$ cat src/rtl/serializer_m_if.sv
// Handshake and serial-output bundle for serializer_m.
// The master drives words and the shift enable; the slave is the serializer.
interface serializer_m_if #(
  parameter int W = 8
);
  logic [W-1:0] d;
  logic         load_valid;
  logic         load_ready;
  logic         enb;
  logic         sout;
  logic         sout_valid;
  logic         done;

  modport master (
    output d, load_valid, enb,
    input  load_ready, sout, sout_valid, done
  );

  modport slave (
    input  d, load_valid, enb,
    output load_ready, sout, sout_valid, done
  );
endinterface

$ cat src/rtl/serializer_m.sv
// Parallel-in/serial-out transmitter with valid/ready load and a done pulse per word.
// Optional even-parity trailer bit when SERIALIZER_PARITY_EN is defined.
module serializer_m #(
  parameter int W         = 8,
  parameter bit MSB_FIRST = 1'b1
) (
  input  logic           clk,
  input  logic           rst,
  serializer_m_if.slave  bus
);

  localparam int CNT_W = $clog2(W);

`ifdef SERIALIZER_PARITY_EN
  typedef enum logic [1:0] {S_IDLE, S_SHIFT, S_PARITY} state_t;
`else
  typedef enum logic [1:0] {S_IDLE, S_SHIFT} state_t;
`endif

  state_t           r_state;
  state_t           w_state_nxt;
  logic [W-1:0]     r_shreg;
  logic [CNT_W-1:0] r_cnt;
  logic             r_done;
  logic             w_load;
  logic             w_shift;
  logic             w_done_nxt;
  logic             w_sout_bit;
`ifdef SERIALIZER_PARITY_EN
  logic             r_par;
`endif

  always_ff @(posedge clk) begin
    if (rst) begin
      r_state <= S_IDLE;
    end else begin
      r_state <= w_state_nxt;
    end
  end

  always_comb begin
    w_state_nxt = r_state;
    w_load      = 1'b0;
    w_shift     = 1'b0;
    w_done_nxt  = 1'b0;
    case (r_state)
      S_IDLE: begin
        if (bus.load_valid) begin
          w_load      = 1'b1;
          w_state_nxt = S_SHIFT;
        end
      end
      S_SHIFT: begin
        if (bus.enb) begin
          if (r_cnt != '0) begin
            w_shift = 1'b1;
          end else begin
`ifdef SERIALIZER_PARITY_EN
            w_state_nxt = S_PARITY;
`else
            w_state_nxt = S_IDLE;
            w_done_nxt  = 1'b1;
`endif
          end
        end
      end
`ifdef SERIALIZER_PARITY_EN
      S_PARITY: begin
        if (bus.enb) begin
          w_state_nxt = S_IDLE;
          w_done_nxt  = 1'b1;
        end
      end
`endif
      default: w_state_nxt = S_IDLE;
    endcase
  end

  // Shift register: zero fill from the far end so drained bits never reappear.
  always_ff @(posedge clk) begin
    if (rst) begin
      r_shreg <= '0;
      r_cnt   <= '0;
      r_done  <= 1'b0;
`ifdef SERIALIZER_PARITY_EN
      r_par   <= 1'b0;
`endif
    end else begin
      r_done <= w_done_nxt;
      if (w_load) begin
        r_shreg <= bus.d;
        r_cnt   <= CNT_W'(W - 1);
`ifdef SERIALIZER_PARITY_EN
        r_par   <= ^bus.d;
`endif
      end else if (w_shift) begin
        if (MSB_FIRST) begin
          r_shreg <= {r_shreg[W-2:0], 1'b0};
        end else begin
          r_shreg <= {1'b0, r_shreg[W-1:1]};
        end
        r_cnt <= r_cnt - 1'b1;
      end
    end
  end

  // Output bit is selected purely from registered state, never from inputs.
  assign w_sout_bit = MSB_FIRST ? r_shreg[W-1] : r_shreg[0];

  always_comb begin
    bus.load_ready = (r_state == S_IDLE);
    bus.sout_valid = (r_state != S_IDLE);
    bus.done       = r_done;
    bus.sout       = 1'b0;
    if (r_state == S_SHIFT) begin
      bus.sout = w_sout_bit;
    end
`ifdef SERIALIZER_PARITY_EN
    if (r_state == S_PARITY) begin
      bus.sout = r_par;
    end
`endif
  end

endmodule

$ cat src/flat_wrapper.sv
// flat-port wrapper written by rule: the top's interface ports become plain ports
module serializer_m_flat 
#(
  parameter int W         = 8,
  parameter bit MSB_FIRST = 1'b1
)
  (clk, rst, bus_d, bus_load_valid, bus_enb, bus_load_ready, bus_sout, bus_sout_valid, bus_done);
  serializer_m_if #(.W(W)) bus_i ();
  input  logic clk;
  input  logic rst;
  input wire logic [$bits(bus_i.d)-1:0] bus_d;
  input wire logic [$bits(bus_i.load_valid)-1:0] bus_load_valid;
  input wire logic [$bits(bus_i.enb)-1:0] bus_enb;
  output wire logic [$bits(bus_i.load_ready)-1:0] bus_load_ready;
  output wire logic [$bits(bus_i.sout)-1:0] bus_sout;
  output wire logic [$bits(bus_i.sout_valid)-1:0] bus_sout_valid;
  output wire logic [$bits(bus_i.done)-1:0] bus_done;
  assign bus_i.d = bus_d;
  assign bus_i.load_valid = bus_load_valid;
  assign bus_i.enb = bus_enb;
  assign bus_load_ready = bus_i.load_ready;
  assign bus_sout = bus_i.sout;
  assign bus_sout_valid = bus_i.sout_valid;
  assign bus_done = bus_i.done;
  serializer_m #(.W(W), .MSB_FIRST(MSB_FIRST)) u_core (.clk(clk), .rst(rst), .bus(bus_i));
endmodule
$ cat config.mk
export PLATFORM = sky130hd
export DESIGN_NAME = serializer_m_flat
export DESIGN_NICKNAME = d
export VERILOG_FILES = /design/src/rtl/serializer_m_if.sv /design/src/rtl/serializer_m.sv /design/src/flat_wrapper.sv
export SDC_FILE = /design/constraint.sdc
export NUM_CORES = 1
export LEC_CHECK = 0
export BUFFER_PORTS_ARGS = -buffer_cell sky130_fd_sc_hd__buf_2
export CELL_PAD_IN_SITES_DETAIL_PLACEMENT = 0
export CELL_PAD_IN_SITES_GLOBAL_PLACEMENT = 1
export CORE_MARGIN = 2
export CORE_UTILIZATION = 36
export DETAILED_ROUTE_END_ITERATION = 7
export PLACE_DENSITY = 0.8
export SLEW_MARGIN = 20
export SYNTH_ARGS = -nofsm -noshare
export SYNTH_HDL_FRONTEND = slang
export SYNTH_SLANG_ARGS = --single-unit
$ cat constraint.sdc
create_clock -name clk -period 1.9 [get_ports clk]
set_clock_uncertainty 0.1 [all_clocks]
set_input_delay 0.285 -clock clk [delete_from_list [all_inputs] [get_ports clk]]
set_output_delay 0.285 -clock clk [all_outputs]
set_load 0.03 [all_outputs]
==> results of run 1 <==
==> power by group <==
part | total, µW | leakage (µW) | internal [µW] | switching, µW
Sequential | 311 | 0.000108 | 298 | 13.8
Clock | 172 | 0.0000150 | 81.4 | 90.4
Combinational | 125 | 0.000176 | 56.5 | 68.6
==> cells in the mapped netlist, drive strengths merged (3+ instances only) <==
library cell and instances:
a21oi 3, a311oi 7, buf 4, dfxtp 13, inv 4, nand2 16
nor2 7, nor3 3
==> routing by layer <==
layer | global-route usage | share of wire
met1 | 0.173 | 0.48
met5 | 0 | 0
met4 | 0.0857 | 0.018
met2 | 0.200 | 0.45
met3 | 0.0476 | 0.046
==> how the worst max path moves through the flow <==
stage / slack, ns / depth (start not counted) / to
after global placement: 0.22 / 6 / u_core.r_shreg[3]$_SDFFE_PP0P_
after global routing: 0.1 / 6 / u_core.r_shreg[5]$_SDFFE_PP0P_
after CTS: 0.14 / 6 / u_core.r_shreg[3]$_SDFFE_PP0P_
after floorplan: 0.36 / 7 / u_core.r_shreg[3]$_SDFFE_PP0P_
after detailed placement: 0.16 / 6 / u_core.r_shreg[3]$_SDFFE_PP0P_
final: 0.23 / 6 / u_core.r_cnt[1]$_SDFFE_PP0P_
==> sequential cells by signal, indices dropped and copies added (netlist names) <==
signal and cells:
u_core.r_cnt 3, u_core.r_state 1, u_core.bus.done 1, u_core.r_shreg 8
==> layout make-up <==
type	instances	share of cell area
Clock buffer	4	0.0368
Inverter	4	0.0210
Multi-Input combinational cell	50	0.433
Sequential cell	13	0.364
Tap cell	17	0.0298
Timing Repair Buffer	16	0.116
==> cells by family (layout without fill, tap and decap cells) <==
| kind of cell | count (synthesis) | in the layout | synth area share |
|---|---|---|---|
| XOR/XNOR | 1 | 1 | 0.0139 |
| AND/OR/NAND/NOR | 33 | 33 | 0.244 |
| AO/OA/AOI/OAI | 12 | 12 | 0.154 |
| multiplexers | 2 | 2 | 0.0356 |
| buffers and inverters | 9 | 24 | 0.101 |
| flip-flops | 13 | 13 | 0.412 |
| adder cells (fa/ha/maj) | 2 | 2 | 0.0396 |
==> cell usage in the layout, fill, tap and decap left out, types with 2 or more instances in the layout <==
cell                       Yosys  layout
sky130_fd_sc_hd__nand3_1       2       2
sky130_fd_sc_hd__inv_1         4       4
sky130_fd_sc_hd__dfxtp_1      13      13
sky130_fd_sc_hd__buf_2         0      15
sky130_fd_sc_hd__nor2_1        7       7
sky130_fd_sc_hd__a311oi_1      6       6
sky130_fd_sc_hd__a21oi_1       3       3
sky130_fd_sc_hd__nand2_1      16      16
sky130_fd_sc_hd__mux2_2        2       2
sky130_fd_sc_hd__ha_1          2       2
sky130_fd_sc_hd__nor3_1        3       3
sky130_fd_sc_hd__clkbuf_4      0       3
sky130_fd_sc_hd__a211oi_1      2       2
==> tightest hold or removal path: stages <==
cell                       delay, ns
sky130_fd_sc_hd__buf_2          0.09
sky130_fd_sc_hd__nor2_1         0.09
sky130_fd_sc_hd__a311oi_1       0.05
==> metrics by stage <==
stage                     total power, µW  utilization  hold WS (ns)  area, µm²
after floorplan                       420            -         0.257        632
after detailed placement              444        0.407         0.368        687
after global routing                  653        0.423         0.189        714
after global placement                441        0.407         0.362        687
final                                 608        0.423         0.183        714
after CTS                             615        0.422         0.181        713
==> impl_summary.txt, run 1 <==
----------------------------------------------------
[STA]
  Transition time at the pin with the least slew margin ... 0.324 ns
  Final hold viol count ... 0
  Final-layout setup total negative slack ... 0 ns
  Fmax ... 599 MHz
  Final Worst Setup Slack ... around 0.23 ns
  Fin crit share ... 0.878
  Slew headroom ... 0.783
  Unrepaired setup endpoints after global routing ... no
  Setup-violating endpoint count in the final report ... 0
  Final Slew Violations ... 0
  Final Critical Period ... about 1.7 ns

[Critical path]
  Buffering stage count on the worst path with inverters included ... 1
  Number of cells traversed by the worst register-to-register path ... 6
  Endpoint required time on the critical path ... 1.98 ns
  Cell-by-cell listing of the critical path ... inv_1, ha_1, ha_1, nand2b_1, mux2_2, a211oi_1
  Data arrival time of the critical path ... approximately 1.8 ns
  Crit path top cell by count ... sky130_fd_sc_hd__ha_1
  Critical path startpoint category ... flop
  Reg2reg setup slack ... roughly 0.23 ns
  Slowest stage cell, crit path ... sky130_fd_sc_hd__dfxtp_1
  Element type at the critical path end ... flop
  RR Startpoint ... u_core.r_cnt[0]$_SDFFE_PP0P_
  Top delay family on crit path ... adder cells
  Critical Path Start ... u_core.r_cnt[0]$_SDFFE_PP0P_
  Delay of the slowest critical-path stage ... 0.35 ns
  Worst setup path class ... reg2reg
  Worst Path Max Fanout ... 4
  FF-to-FF End ... u_core.r_cnt[1]$_SDFFE_PP0P_

[Logic synthesis]
  Proportion of netlist area held by the largest area contributor ... 0.412
  Number of instances in the synthesized netlist ... 72
  Number of synthesized register bits ... 13
  Netlist area before placement ... 632 µm²
  Number of nets in the synthesized netlist ... 86
  Netlist cell types ... 20
  Syn avg cell area ... 8.78 µm²
  Cell type with the largest total area after synthesis ... sky130_fd_sc_hd__dfxtp_1
  Largest cells by area after synthesis ... sky130_fd_sc_hd__dfxtp_1 41%, sky130_fd_sc_hd__nand2_1 9.5%, sky130_fd_sc_hd__a311oi_1 8.3%
  Count of synthesis-stage warnings from yosys ... 0
  FFs w/ async S/R, synth ... 0
  Primary FF master, synth ... sky130_fd_sc_hd__dfxtp_1
  Number of enable flip-flop cells after synthesis ... 0
  Sequential cell area fraction in the yosys report ... 0.412

[Clocking]
  Clock input transition at the sequential cells of the worst setup and hold paths ... 0.08 ns
  H-Tree Level Count ... 1
  CTS tree ... yes
  Number of gates given a new drive strength after cts ... 0
  Clock buffer count from CTS ... 3
  Count of buffers added by post-CTS timing repair for setup ... 0
  Clock latency on the worst-skew pair ... about 0.28 ns
  Max Root-Sink Buffers ... 2
  CTS root buffer ... sky130_fd_sc_hd__clkbuf_4
  Total number of clock tree sinks ... 13
  Post-CTS Hold Buffers ... 0

[Pwr]
  Leak ... 0.000299 µW
  Maximum ir drop on the vdd rail ... about 0.00037 V
  Power Dens Cells ... 851 nW/µm²

[Final layout]
  P&R area growth vs syn ... 13.1%
  Fraction of final layout cells sized beyond drive strength 1 ... 0.276
  Filler instances ... 189
  Area of the multi-input gates ... 309 µm²
  Final nets ... 102
  Ant diodes ... 0
  Cell Count, Final, Fillers Out ... 104
  Sequential Area ... approximately 260 µm²

[Detailed routing]
  Number of antenna-violating nets in the routed design ... 0
  First-pass detailed-route iteration total ... 4
  Total detailed-routing wirelength ... 1180 µm
  Number of design-rule violations left by the first detailed-router iteration ... 6
  DRC violations left ... 0
  Vias post-DR ... between 500 and 600
  Via-to-Cell Ratio ... 5.15
  Wirelength per Cell ... 11.3 µm

[GRT]
  GRT Util Overall ... 0.138
  Wire length of the first global-routing pass ... 2000 µm
  Largest net degree at the start of global routing ... 18
  Via count of the first global-routing pass ... between 400 and 500
  Number of antenna violations at the first check in global routing ... 0
  Grt total ovfl ... 0

[Floorplan]
  DIE HEIGHT ... 45.9 µm
  Total I/O pin count ... 16
  Area of the die ... 2110 µm²
  Number of rows created at floorplan ... 15
  Chip width ... between 40 and 50 µm
  Starting density of the core ... 0.374
  Standard cell core area ... 1690 µm²

[Place]
  Count of buffers inserted at the top-level ports ... 15
  Dpl hpwl ... 827 µm
  Final weighted congestion in routability-driven placement ... 0.721
  Setup slack at placement ... 0.157 ns
  Number of cells after detailed placement ... 100

[Run status]
  Result of the run ... completed

[Hold path]
  Terminating pin of the worst hold path ... u_core.r_shreg[6]$_SDFFE_PP0P_
  Classification of the worst-slack hold path ... in2reg
  Cell count of the worst hold path ... 3
  Origin of the worst min-delay path ... bus_d[6]

[Run]
  Reported max-cap violation count ... 0

----------------------------------------------------
Power figures use the tool's default switching activity.
==> run 2, diff against run 1 <==
- BUFFER_PORTS_ARGS: -buffer_cell sky130_fd_sc_hd__buf_2 -> default
- CORE_UTILIZATION: 36 -> 42
- DONT_BUFFER_PORTS: default -> 1
- PLACE_DENSITY: 0.8 -> 0.78
==> impl_summary.txt, run 2 (synthesis gave the netlist of run 1 again) <==
----------------------------------------------------
[Run status]
  Result of the run ... completed

[Clocking]
  H-Tree Level Count ... 1 (unchanged)
  Clock latency on the worst-skew pair ... 0.27 ns (about the same)
  CTS tree ... yes
  CTS root buffer ... sky130_fd_sc_hd__clkbuf_4
  Max Root-Sink Buffers ... 2 (unchanged)
  Clock input transition at the sequential cells of the worst setup and hold paths ... 0.08 ns (about the same)
  Clock buffer count from CTS ... 3 (unchanged)
  Total number of clock tree sinks ... 13 (unchanged)
  Count of buffers added by post-CTS timing repair for setup ... 0 (unchanged)

[Final layout]
  Final nets ... 88 (-14%)
  Leading cell type in the layout, fill and taps excluded ... sky130_fd_sc_hd__nand2_1
  Number of flip-flops under the largest register name ... 8 (unchanged)
  Fraction of final layout cells sized beyond drive strength 1 ... 0.123 (-0.153)
  Final standard cell utilization of the core ... 0.479 (+0.0562)
  Ant diodes ... 0 (unchanged)
  Filler instances ... 131 (-31%)
  Sequential Area ... 260 µm² (unchanged)
  Register with the most flip-flops ... u_core.r_shreg
  Cell Count, Final, Fillers Out ... 88 (-15%)
  Regs by FF count ... u_core.r_shreg: 8 flops, u_core.r_cnt: 3 flops
  P&R area growth vs syn ... 2.38%
  Area of the multi-input gates ... 309 µm² (unchanged)
  Post-route cell area ... 647 µm² (-9.5%)
  Top library cells by usage in the layout, fill and taps aside ... 16 x sky130_fd_sc_hd__nand2_1, 13 x sky130_fd_sc_hd__dfxtp_1, 7 x sky130_fd_sc_hd__nor2_1, 6 x sky130_fd_sc_hd__a311oi_1, 4 x sky130_fd_sc_hd__inv_1

[Pwr]
  Reported net switching power ... 165 µW (-4.4%)
  Maximum ir drop on the vdd rail ... 0.000493 V (+33%)
  Leak ... 0.000241 µW (-19%)
  Relative contribution of the clock network to total power ... 0.288 (+0.006)
  Comb pwr share ... 0.181 (-0.025)
  Part of the power in registers ... 0.531 (+0.019)
  Internal power contribution ... 426 µW (-2.2%)
  Power Dens Cells ... 914 nW/µm² (+7.3%)
  Share of total power consumed by net switching ... 0.280 (-0.00448)

[Critical path]
  Reg2reg setup slack ... 0.22 ns (about the same)
  Critical path startpoint category ... flop
  Data arrival time of the critical path ... 1.31 ns (-0.44 ns)
  Buffering stage count on the worst path with inverters included ... 1 (unchanged)
  Cell-by-cell listing of the critical path ... buf_4, and2_1
  Worst setup path class ... reg2out
  Worst Path Max Fanout ... 9 (+5)
  Element type at the critical path end ... output pin
  Endpoint required time on the critical path ... 1.51 ns (-0.47 ns)
  Delay of the slowest critical-path stage ... 0.49 ns (+0.14 ns)
  Slowest stage cell, crit path ... sky130_fd_sc_hd__dfxtp_1
  Top delay family on crit path ... flip-flops

[Detailed routing]
  Number of design-rule violations left by the first detailed-router iteration ... 19 (+13)
  DRC violations left ... 0 (unchanged)
  Vias post-DR ... 477 (-11%)
  Total detailed-routing wirelength ... 1110 µm (-5.5%)
  Via-to-Cell Ratio ... 5.42 (+5.2%)
  First-pass detailed-route iteration total ... 4 (unchanged)
  Number of antenna-violating nets in the routed design ... 0 (unchanged)
  Wirelength per Cell ... 12.6 µm (+12%)

[STA]
  Final hold viol count ... 0 (unchanged)
  Final Worst Setup Slack ... 0.201 ns (-0.0299 ns)
  Fmax ... 589 MHz (-1.8%)
  Transition time at the pin with the least slew margin ... 0.476 ns (+0.152 ns)
  Setup-violating endpoint count in the final report ... 0 (unchanged)
  Final-layout setup total negative slack ... 0 ns (unchanged)
  Unrepaired setup endpoints after global routing ... no
  Fin crit share ... 0.894 (+0.0157)
  Final Slew Violations ... 0 (unchanged)
  Slew headroom ... 0.682 (-0.102)
  Final Critical Period ... 1.70 ns (+0.0299 ns)

[Place]
  Final weighted congestion in routability-driven placement ... 0.708 (-1.8%)
  Count of buffers inserted at the top-level ports ... 0 (-15)
  Number of cells after detailed placement ... 83 (-17%)
  Post-detailed-placement cell area ... 609 µm² (-11%)
  Setup slack at placement ... 0.166 ns (+0.00966 ns)
  Dpl hpwl ... 778 µm (-5.9%)

[Hold path]
  Classification of the worst-slack hold path ... in2reg

[Floorplan]
  Total I/O pin count ... 16 (unchanged)
  Starting density of the core ... 0.468 (+0.0940)
  Number of rows created at floorplan ... 13 (-2)
  Area of the die ... 1830 µm² (-13%)
  Standard cell core area ... 1350 µm² (-20%)
  DIE HEIGHT ... 42.8 µm (-6.8%)
  Chip width ... 42.8 µm (-6.8%)

[GRT]
  Grt total ovfl ... 0 (unchanged)
  GRT Util Overall ... 0.137 (-0.000536)
  Largest net degree at the start of global routing ... 18 (unchanged)
  Number of antenna violations at the first check in global routing ... 0 (unchanged)
  Via count of the first global-routing pass ... 480 (-1.8%)
  Wire length of the first global-routing pass ... 1930 µm (-3.8%)

[Run]
  Reported max-cap violation count ... 0 (unchanged)

----------------------------------------------------
==> run 2: path summary, 6_finish.rpt <==
path / startpoint / endpoint / cells after the start
max: u_core.r_state[0]$_SDFFE_PP0P_ / bus_sout / 2
min: bus_enb / u_core.bus.done$_SDFF_PP0_ / 2
max reg2reg: u_core.r_cnt[0]$_SDFFE_PP0P_ / u_core.r_shreg[3]$_SDFFE_PP0P_ / 6
min reg2reg: u_core.r_shreg[7]$_SDFFE_PP0P_ / u_core.r_shreg[7]$_SDFFE_PP0P_ / 2
==> run 2: final cells by class <==
cell class / count / share of cell area
Sequential cell: 13 / 0.402
Timing Repair Buffer: 2 / 0.0271
Tap cell: 15 / 0.0290
Clock buffer: 4 / 0.0406
Multi-Input combinational cell: 50 / 0.478
Inverter: 4 / 0.0232
==> run 2: per-stage QoR <==
step	power [µW]	hold WS, ns
final	591	0.0543
after global routing	631	0.0547
after CTS	600	0.0430
after detailed placement	423	0.256
after global placement	421	0.255
after floorplan	420	0.257
==> run 2: power groups by stage <==
stage | Sequential, µW | Clock, µW | Combinational (µW)
after global routing | 318 | 190 | 123
after floorplan | 319 | 0 | 101
final | 314 | 170 | 107
after global placement | 320 | 0 | 101
after CTS | 314 | 178 | 108
after detailed placement | 320 | 0 | 102
==> run 2: what timing repair did <==
item / CTS / global route
gates resized for setup: 0 / 1
hold endpoints to repair: 13 / 0
hold buffers: 1 / 0
setup endpoints to repair: 0 / 1
==> run 2: worst register-to-register path, delay by kind of cell, from the launching register on <==
family | cells | cell delay [ns]
AO/OA/AOI/OAI | 1 | 0.25
adder cells (fa/ha/maj) | 2 | 0.39
AND/OR/NAND/NOR | 2 | 0.43
flip-flops | 1 | 0.36
buffers and inverters | 1 | 0.05
==> run 2: routing by layer <==
layer	global-route usage	wire length (µm)	part of all wire
met1	0.168	558	0.50
met2	0.209	485	0.44
met3	0.0553	59	0.053
met4	0.0625	7	0.0063
met5	0	0	0
==> run 3, diff against run 2 <==
- ABC_AREA: default -> 1
- CORE_UTILIZATION: 42 -> 40
==> impl_summary.txt, run 3 <==
----------------------------------------------------
[STA]
  Unrepaired setup endpoints after global routing ... no
  Final Worst Setup Slack ... 0.282 ns (+0.0809 ns)
  Fin crit share ... 0.852 (-0.0426)
  Final hold viol count ... 0 (unchanged)
  Final Critical Period ... 1.62 ns (-0.0809 ns)
  Final Slew Violations ... 0 (unchanged)
  Final-layout setup total negative slack ... 0 ns (unchanged)
  Slew headroom ... 0.700 (+0.0182)
  Transition time at the pin with the least slew margin ... 0.449 ns (-0.0272 ns)
  Setup-violating endpoint count in the final report ... 0 (unchanged)
  Worst hold slack across all endpoints ... 0.0195 ns (-0.0348 ns)
  Fmax ... 618 MHz (+5.0%)

[Clocking]
  CTS root buffer ... sky130_fd_sc_hd__clkbuf_4
  Count of buffers added by post-CTS timing repair for setup ... 0 (unchanged)
  Total number of clock tree sinks ... 13 (unchanged)
  H-Tree Level Count ... 1 (unchanged)
  CTS tree ... yes
  Clock latency on the worst-skew pair ... 0.27 ns (about the same)
  Clock input transition at the sequential cells of the worst setup and hold paths ... 0.08 ns (about the same)
  Number of gates given a new drive strength after cts ... 0 (unchanged)
  Max Root-Sink Buffers ... 2 (unchanged)
  Clock buffer count from CTS ... 3 (unchanged)

[Final layout]
  Leading cell type in the layout, fill and taps excluded ... sky130_fd_sc_hd__nand2_1
  P&R area growth vs syn ... 6.43%
  Sequential Area ... 260 µm² (unchanged)
  Cell Count, Final, Fillers Out ... 114 (+30%)
  Final nets ... 113 (+28%)
  Ant diodes ... 0 (unchanged)
  Number of flip-flops under the largest register name ... 8 (unchanged)
  Regs by FF count ... u_core.r_shreg: 8 flops, u_core.r_cnt: 3 flops
  Register with the most flip-flops ... u_core.r_shreg
  Filler instances ... 167 (+27%)
  Area of the multi-input gates ... 332 µm² (+7.3%)
  Top library cells by usage in the layout, fill and taps aside ... 32 x sky130_fd_sc_hd__nand2_1, 14 x sky130_fd_sc_hd__nand3_1, 13 x sky130_fd_sc_hd__dfxtp_1, 10 x sky130_fd_sc_hd__inv_1, 6 x sky130_fd_sc_hd__a21oi_1
  Fraction of final layout cells sized beyond drive strength 1 ... 0.112 (-0.0110)

[GRT]
  Largest net degree at the start of global routing ... 22 (+4)
  GRT met1 Usage ... 0.200 (+0.0320)
  Number of antenna violations at the first check in global routing ... 0 (unchanged)
  Grt total ovfl ... 0 (unchanged)
  Via count of the first global-routing pass ... 587 (+22%)
  GRT Util Overall ... 0.172 (+0.0349)
  GRT busiest layer ... met2
  Global Route met2 Usage ... 0.281 (+0.0721)
  Grt met3 use ... 0.0408 (-0.0145)
  Wire length of the first global-routing pass ... 2420 µm (+25%)

[Place]
  Setup slack at placement ... 0.292 ns (+0.126 ns)
  Final weighted congestion in routability-driven placement ... 0.775 (+9.4%)
  Dpl hpwl ... 963 µm (+24%)
  Number of cells after detailed placement ... 109 (+31%)
  Count of buffers inserted at the top-level ports ... 0 (unchanged)

[Logic synthesis]
  FFs w/ async S/R, synth ... 0 (unchanged)
  Netlist area before placement ... 662 µm² (+4.8%)
  Number of enable flip-flop cells after synthesis ... 0 (unchanged)
  Most numerous cell types in the synthesized netlist ... 32 x sky130_fd_sc_hd__nand2_1, 14 x sky130_fd_sc_hd__nand3_1, 13 x sky130_fd_sc_hd__dfxtp_1
  Largest cells by area after synthesis ... sky130_fd_sc_hd__dfxtp_1 39%, sky130_fd_sc_hd__nand2_1 18%, sky130_fd_sc_hd__nand3_1 11%
  Proportion of netlist area held by the largest area contributor ... 0.393 (-0.0187)
  Primary FF master, synth ... sky130_fd_sc_hd__dfxtp_1
  Number of instances in the synthesized netlist ... 95 (+32%)
  Netlist cell types ... 17 (-15%)
  Cell type with the largest total area after synthesis ... sky130_fd_sc_hd__dfxtp_1
  Sequential cell area fraction in the yosys report ... 0.393 (-0.0187)
  Number of nets in the synthesized netlist ... 109 (+27%)
  Count of synthesis-stage warnings from yosys ... 0 (unchanged)
  Most instantiated library cell after synthesis ... sky130_fd_sc_hd__nand2_1
  Syn avg cell area ... 6.97 µm² (-21%)
  Number of synthesized register bits ... 13 (unchanged)

[Hold path]
  Classification of the worst-slack hold path ... in2reg
  Cell count of the worst hold path ... 1 (-1)

[Critical path]
  Reg2reg setup slack ... 0.28 ns (+0.06 ns)
  Data arrival time of the critical path ... 1.69 ns (+0.38 ns)
  Critical path startpoint category ... flop
  Endpoint required time on the critical path ... 1.98 ns (+0.47 ns)
  Worst Path Max Fanout ... 8 (-1)
  Worst setup path class ... reg2reg
  Element type at the critical path end ... flop
  Number of cells traversed by the worst register-to-register path ... 8 (+2)

[Pwr]
  Maximum ir drop on the vdd rail ... 0.000366 V (-26%)
  Leak ... 0.000319 µW (+32%)
  Power Dens Cells ... 868 nW/µm² (-4.9%)

[Floorplan]
  Starting density of the core ... 0.434 (-0.0337)
  Number of rows created at floorplan ... 14 (+1)
  DIE HEIGHT ... 44.7 µm (+4.4%)
  Total I/O pin count ... 16 (unchanged)
  Area of the die ... 2000 µm² (+9.1%)
  Chip width ... 44.7 µm (+4.4%)
  Standard cell core area ... 1520 µm² (+13%)

[Run]
  Reported max-cap violation count ... 0 (unchanged)

[Detailed routing]
  Vias post-DR ... 590 (+24%)
  Total detailed-routing wirelength ... 1400 µm (+26%)
  Wirelength per Cell ... 12.3 µm (-2.7%)
  Number of antenna-violating nets in the routed design ... 0 (unchanged)
  DRC violations left ... 0 (unchanged)
  Via-to-Cell Ratio ... 5.18 (-4.5%)
  First-pass detailed-route iteration total ... 3 (-1)
  Number of design-rule violations left by the first detailed-router iteration ... 6 (-13)

[Run status]
  Result of the run ... completed

----------------------------------------------------
==> run 3: cell types whose count changed after synthesis, moves of 3 or more <==
cell and delta:
sky130_fd_sc_hd__inv_1 +6, sky130_fd_sc_hd__a21oi_2 +4, sky130_fd_sc_hd__nand2_1 +16, sky130_fd_sc_hd__a311oi_1 -6, sky130_fd_sc_hd__o21ai_0 +3, sky130_fd_sc_hd__buf_6 -3
sky130_fd_sc_hd__nor2_1 -5, sky130_fd_sc_hd__nand3_1 +12, sky130_fd_sc_hd__a21oi_1 +3
==> run 3: cells by family (layout without fill, tap and decap cells) <==
logic type	after synthesis	after routing	synth area share
compound gates	14	14	0.130
fa+ha+maj	2	2	0.0378
buf+inv	15	18	0.106
flops	13	13	0.393
simple gates	51	51	0.333
==> run 3: area by class of cell <==
class                   instances  share of cell area
well taps                      16              0.0284
clock buffers                   4              0.0373
repair buffers                  3              0.0355
multi-input cells              67               0.471
flip-flops and latches         13               0.369
inverters                      11              0.0586
==> run 3: timing repair <==
item / CTS / global route
endpoints found under the setup margin: 0 / 0
hold endpoints to repair: 9 / 0
hold buffers: 1 / 0
==> run 3: report_power, final <==
| part | leakage, µW | internal, µW | total, µW | switching (µW) |
|---|---|---|---|---|
| logic | 0.000197 | 47.7 | 132 | 84.4 |
| clock network | 0.0000150 | 81.3 | 169 | 87.9 |
| registers | 0.000107 | 296 | 310 | 14.1 |
==> run 3: critical path: stages (launching register included) <==
cell	delay, ns
sky130_fd_sc_hd__dfxtp_1	0.35
sky130_fd_sc_hd__inv_1	0.05
sky130_fd_sc_hd__ha_1	0.19
sky130_fd_sc_hd__ha_1	0.21
sky130_fd_sc_hd__inv_1	0.08
sky130_fd_sc_hd__nand3_1	0.08
sky130_fd_sc_hd__nand2_1	0.24
sky130_fd_sc_hd__nand3_1	0.09
sky130_fd_sc_hd__nor2b_1	0.14
==> run 3: metrics by stage <==
| step | util | total power, µW | area (µm²) |
|---|---|---|---|
| 2_1_floorplan | - | 428 | 662 |
| 3_3_place_gp | 0.438 | 443 | 668 |
| 3_5_place_dp | 0.438 | 444 | 668 |
| 4_1_cts | 0.462 | 620 | 704 |
| 5_1_grt | 0.462 | 656 | 704 |
| 6_report | 0.462 | 612 | 704 |
==> run 3: layer usage <==
layer / wire length (µm) / up-vias
met5: 0 / -
met4: 33 / 0
met3: 62 / 4
met2: 634 / 9
met1: 671 / 268
li1: - / 309
==> run 3: final timing paths <==
check	startpoint	end
setup / recovery	u_core.r_cnt[0]$_SDFFE_PP0P_	u_core.r_shreg[1]$_SDFFE_PP0P_
hold / removal	bus_enb	u_core.r_state[0]$_SDFFE_PP0P_
setup reg to reg	u_core.r_cnt[0]$_SDFFE_PP0P_	u_core.r_shreg[1]$_SDFFE_PP0P_
hold reg to reg	u_core.r_cnt[2]$_SDFFE_PP0P_	u_core.r_cnt[2]$_SDFFE_PP0P_
